## src/rtl/cpu_pkg.sv

```systemverilog
// cpu_pkg: opcode/state encodings and opcode classification for the accumulator CPU
package cpu_pkg;
  localparam int ALU_CLASS_BIT = 3;
  localparam int OPCODE_WIDTH = 4;
  typedef enum logic [OPCODE_WIDTH-1:0] {
    NOP, LDAC, STAC, MVAC, MOVR, JUMP, JMPZ, JPNZ,
    ADD, SUB, INAC, CLAC, AND, OR, XOR, NOT
  } opcode_e;
  typedef enum logic [2:0] {
    START, FETCH, DECODE, OPLO, OPHI, MEMRD, MEMWR, EXEC
  } state_e;
  function automatic logic needs_operand(logic [OPCODE_WIDTH-1:0] op);
    return op == LDAC || op == STAC || op == JUMP || op == JMPZ || op == JPNZ;
  endfunction
  function automatic logic is_alu_op(logic [OPCODE_WIDTH-1:0] op);
    return op >= ADD;
  endfunction
endpackage

```

## src/rtl/acc_cpu_sequencer.sv

```systemverilog
// acc_cpu_sequencer: fetch/decode/execute control for the 8-bit accumulator CPU
module acc_cpu_sequencer
  import cpu_pkg::*;
#(
  parameter int ADDR_WIDTH = 16,
  parameter logic [ADDR_WIDTH-1:0] RESET_PC = '0
) (
  input  logic                  clk,
  input  logic                  resetN,
  output logic [ADDR_WIDTH-1:0] memAddr,
  output logic                  memRead,
  output logic                  memWrite,
  output logic [7:0]            memWdata,
  input  logic [7:0]            memRdata,
  input  logic                  memReady,
  output logic [7:0]            aluAC,
  output logic [7:0]            aluR,
  output logic [2:0]            selectLine,
  input  logic [7:0]            aluResult,
  output logic [7:0]            acOut,
  output logic                  zFlag,
  output logic [ADDR_WIDTH-1:0] pcOut
);
  state_e state;
  logic [ADDR_WIDTH-1:0] pc;
  logic [OPCODE_WIDTH-1:0] ir;
  logic [7:0] ac, r, tr, dr;
  logic z;
  logic [ADDR_WIDTH-1:0] op_addr;
  assign op_addr = ADDR_WIDTH'({dr, tr});
  assign memRead = state == FETCH || state == OPLO || state == OPHI || state == MEMRD;
  assign memWrite = state == MEMWR;
  assign memAddr = (state == MEMRD || state == MEMWR) ? op_addr : pc;
  assign memWdata = ac;
  assign aluAC = ac;
  assign aluR = r;
  assign selectLine = ir[ALU_CLASS_BIT-1:0];
  assign acOut = ac;
  assign zFlag = z;
  assign pcOut = pc;
  // sequencer: request states stall until memReady, EXEC retires register/PC updates
  always_ff @(posedge clk or negedge resetN) begin
    if (!resetN) begin
      state <= START;
      pc <= RESET_PC;
      ir <= '0;
      ac <= '0;
      r <= '0;
      tr <= '0;
      dr <= '0;
      z <= 1'b0;
    end else begin
      case (state)
        START: state <= FETCH;
        FETCH: if (memReady) begin
          ir <= memRdata[OPCODE_WIDTH-1:0];
          pc <= pc + ADDR_WIDTH'(1);
          state <= DECODE;
        end
        DECODE: state <= needs_operand(ir) ? OPLO : EXEC;
        OPLO: if (memReady) begin
          tr <= memRdata;
          pc <= pc + ADDR_WIDTH'(1);
          state <= OPHI;
        end
        OPHI: if (memReady) begin
          dr <= memRdata;
          pc <= pc + ADDR_WIDTH'(1);
          state <= ir == LDAC ? MEMRD : ir == STAC ? MEMWR : EXEC;
        end
        MEMRD: if (memReady) begin
          ac <= memRdata;
          z <= memRdata == 8'h00;
          state <= FETCH;
        end
        MEMWR: if (memReady) state <= FETCH;
        EXEC: begin
          state <= FETCH;
          if (is_alu_op(ir)) begin
            ac <= aluResult;
            z <= aluResult == 8'h00;
          end else begin
            case (ir)
              MVAC: r <= ac;
              MOVR: begin
                ac <= r;
                z <= r == 8'h00;
              end
              JUMP: pc <= op_addr;
              JMPZ: if (z) pc <= op_addr;
              JPNZ: if (!z) pc <= op_addr;
              default: ;
            endcase
          end
        end
        default: state <= START;
      endcase
    end
  end
endmodule

```

## config.mk

```make
export PLATFORM = sky130hd
export DESIGN_NAME = acc_cpu_sequencer
export DESIGN_NICKNAME = d
export VERILOG_FILES = /design/src/rtl/cpu_pkg.sv /design/src/rtl/acc_cpu_sequencer.sv
export SDC_FILE = /design/constraint.sdc
export NUM_CORES = 1
export LEC_CHECK = 0
export CORE_UTILIZATION = 44
export DETAILED_ROUTE_END_ITERATION = 8
export PLACE_DENSITY = 0.76
export SYNTH_ARGS = -nofsm -noshare
export SYNTH_HDL_FRONTEND = slang
export SYNTH_SLANG_ARGS = --single-unit
```

## constraint.sdc

```tcl
create_clock -name clk -period 2 [get_ports clk]
set_input_delay 0.6 -clock clk [delete_from_list [all_inputs] [get_ports clk]]
set_output_delay 0.6 -clock clk [all_outputs]
set_load 0.01 [all_outputs]
```

==> results by group <==
Run status
  • Violated checks: negative setup slack
  • Run status: finished, violations left

Global route
  • Total track usage: 24.2%
  • Total gr overflow: 0
  • Initial antenna violation count: 0
  • Vias in the first global route: 2934
  • Global-route wire length before repair: 14600 µm
  • Pin count of the biggest net entering global routing: 47

Logic synthesis
  • Adder-cell area share of the yosys netlist: 0.669%
  • Synth Net Count: 343
  • Cells after Synth: 323
  • Fraction of synthesized cell area in xor and xnor cells: 0.260%
  • Average size of a mapped cell: 10.4 µm²
  • Post-synthesis simple-gate area fraction: 13.8%
  • Seq cells post-synth: 56
  • Sequential share of the synthesized area: 41.6%
  • Synth top cells by count: dfrtp_1, mux2_2, buf_4
  • Share of the synthesized area in the top cell type: 41.6%
  • Synth area leaders: dfrtp_1, mux2_2, buf_4
  • Post-synthesis mux area share: 20.3%
  • Post-Synthesis Cell Area: 0.00337 mm²
  • Synth area leader: dfrtp_1
  • Post-synth EDFFs: 0
  • Largest family of logic cells by synthesized area: multiplexers
  • Count leader, synth: dfrtp_1
  • Yosys warns: 0
  • Async SR Flop Fraction: 100%
  • Synth Area in Compound Gates: 15.1%
  • Top FF cell, synth: dfrtp_1
  • Netlist cell types: 50

Detailed routing
  • Vias per cell: 5.84
  • Residual DRC count: 0
  • Detailed Route Iter0 Violations: 137
  • TritonRoute pass-1 iters: 5
  • DR WL/cell: 17.8 µm
  • Via count: 3035
  • Antenna-violating nets left: 0
  • DRT Wirelength: 9270 µm

Setup path
  • Slowest cell on crit path: dfrtp_1
  • Crit path buf inv count: 2
  • Crit path kind: reg2out
  • Ordered cell list for the critical path: xor2_1, nand2_2, buf_8, mux2_4, buf_6
  • Startpoint type of the worst setup path: flip-flop
  • CP delay by family, top: flip-flops
  • Type of destination of the critical path: output port
  • Path length in cells of the critical path: 5
  • Worst path max stage delay: 0.41 ns
  • Worst Path Required: 1.40 ns
  • Worst Path Arrival: 1.62 ns
  • CP Max Fanout: 8
  • R2R depth: 7

Die
  • DIE AREA: 0.00800 mm²
  • I/O pins: 89
  • Site Rows: 31
  • Die Ht: 89.5 µm
  • Starting Density: 45.9%
  • Core ar.: 0.00733 mm²
  • Die X-Extent: 89.5 µm

Power
  • Peak VDD IR: 0.868 mV
  • Leak pwr: 0.00210 µW
  • Power Density: 1730 mW/mm²

Clock network
  • CTS tree: built
  • Clock transition at the registers of the reported paths: 0.11 ns
  • Root buf cell: clkbuf_8
  • Total clock sinks: 56
  • Worst-Skew Late Latency: 0.31 ns
  • CTS Buffer Depth: 2
  • Number of CTS-inserted buffers: 5
  • H-tree levels: 2

Final layout
  • FF+latch area: 0.00141 mm²
  • Core Util, Final: 64.1%
  • Multi-input logic area: 0.00175 mm²
  • Share of cells above drive strength 1: 31.6%
  • Final Cell Area: 0.00470 mm²
  • Final #Nets: 440
  • Layout area overhead: 39.7%
  • Ant. Diodes: 0
  • Fillers: 581

STA
  • Setup Viol. Count Final: 16
  • Fin Clk Skew: 0.00643 ns
  • Slew @ Worst Pin: 0.438 ns
  • Unrepaired setup endpoints after global routing: yes
  • Fmax: 0.451 GHz
  • WHS: 0.167 ns
  • Final hold vios: 0
  • Max Slew Vio Count: 0
  • Slew HR: 70.0%
  • Minimum clock period after layout: 2.22 ns
  • Setup WS post-layout: -0.215 ns
  • Tcrit/Tclk final: 111%

Place
  • Dpl hpwl: 6620 µm
  • Placer congestion estimate: 0.935
  • Post-DP Area: 0.00445 mm²
  • Number of port buffers: 88

Min path
  • Class of the worst hold path: in2async

Run
  • MaxCap Viol Count: 0
-- cell usage in the layout (no fill, tap or decap), types with 3 or more instances in the layout --
cell	instances
clkdlybuf4s50_1	61
dfrtp_1	51
mux2_2	35
buf_4	34
a21oi_1	17
nand2_1	17
buf_6	17
mux2_4	16
o21ai_0	14
mux2i_1	11
nor2_1	11
nand3_1	10
nand4_1	8
dlymetal6s2s_1	8
a31oi_1	7
o22a_1	7
nor4_1	7
and3_1	6
buf_12	6
a22oi_1	5
dfrtp_2	5
clkbuf_8	5
inv_1	4
and4_1	4
o22ai_1	4
and2_1	3
a2bb2oi_1	3
o2bb2a_1	3
nor3_1	3
-- power breakdown --
part / switching (µW) / internal, µW
clock: 398 / 259
combinational: 2150 / 2990
sequential: 626 / 1700
-- metal layers --
| layer | global-route usage [%] | vias up | share of wire, % |
|---|---|---|---|
| li1 | - | 1387 | - |
| met5 | 0 | - | 0 |
| met1 | 33.1 | 1488 | 43 |
| met2 | 39.3 | 151 | 48 |
| met4 | 6.49 | 0 | 0.90 |
| met3 | 4.71 | 9 | 8.0 |
-- sequential cells by signal, indices dropped and copies added, names as in the netlist --
register	cells
state	3
tr	8
pcOut	16
dr	8
aluR	8
zFlag	1
ir	4
acOut	8
-- stage by stage --
| step | setup TNS (ns) | total power [µW] | worst slack (ns) | cells |
|---|---|---|---|---|
| CTS | -4.60 | 8040 | -0.291 | 518 |
| finish | -3.30 | 8130 | -0.215 | 520 |
| global placement | -6.41 | 6980 | -0.185 | 506 |
| global route | -4.43 | 8670 | -0.290 | 520 |
| detailed placement | -7.63 | 7100 | -0.221 | 506 |
| floorplan | 0 | 4880 | 0.0518 | 323 |
-- what timing repair did --
item,in CTS,in global routing
hold buffers,0,0
cloned,1,0
pin swaps,2,3
endpoints found under the setup margin,19,48
gates resized for setup,89,33
setup buffers,3,4
-- logic make-up after synthesis --
| kind of cell | after synthesis |
|---|---|
| mux | 62 |
| buf+inv | 44 |
| simple gates | 84 |
| compound gates | 74 |
| xor+xnor | 1 |
| fa+ha+maj | 2 |
| flops | 56 |
-- layout make-up --
class	instances	share of cell area, %
Clock buffer	5	1.46
Sequential cell	56	29.9
Multi-Input combinational cell	223	37.3
Inverter	4	0.319
Timing Repair Buffer	130	27.8
Clock inverter	3	0.559
Tap cell	99	2.63
-- worst paths after layout --
kind | slack [ns] | startpoint | endpoint
max | -0.22 | state[1] | memAddr[12]
min | 0.17 | resetN | tr[1]
max reg2reg | 0.15 | state[1] | pcOut[0]
min reg2reg | 0.56 | dr[4] | dr[4]
max in group asynchronous | 1.33 | resetN | ir[2]
min in group clk | 0.56 | dr[4] | dr[4]
No activity file was read; power rests on OpenSTA's default activity.
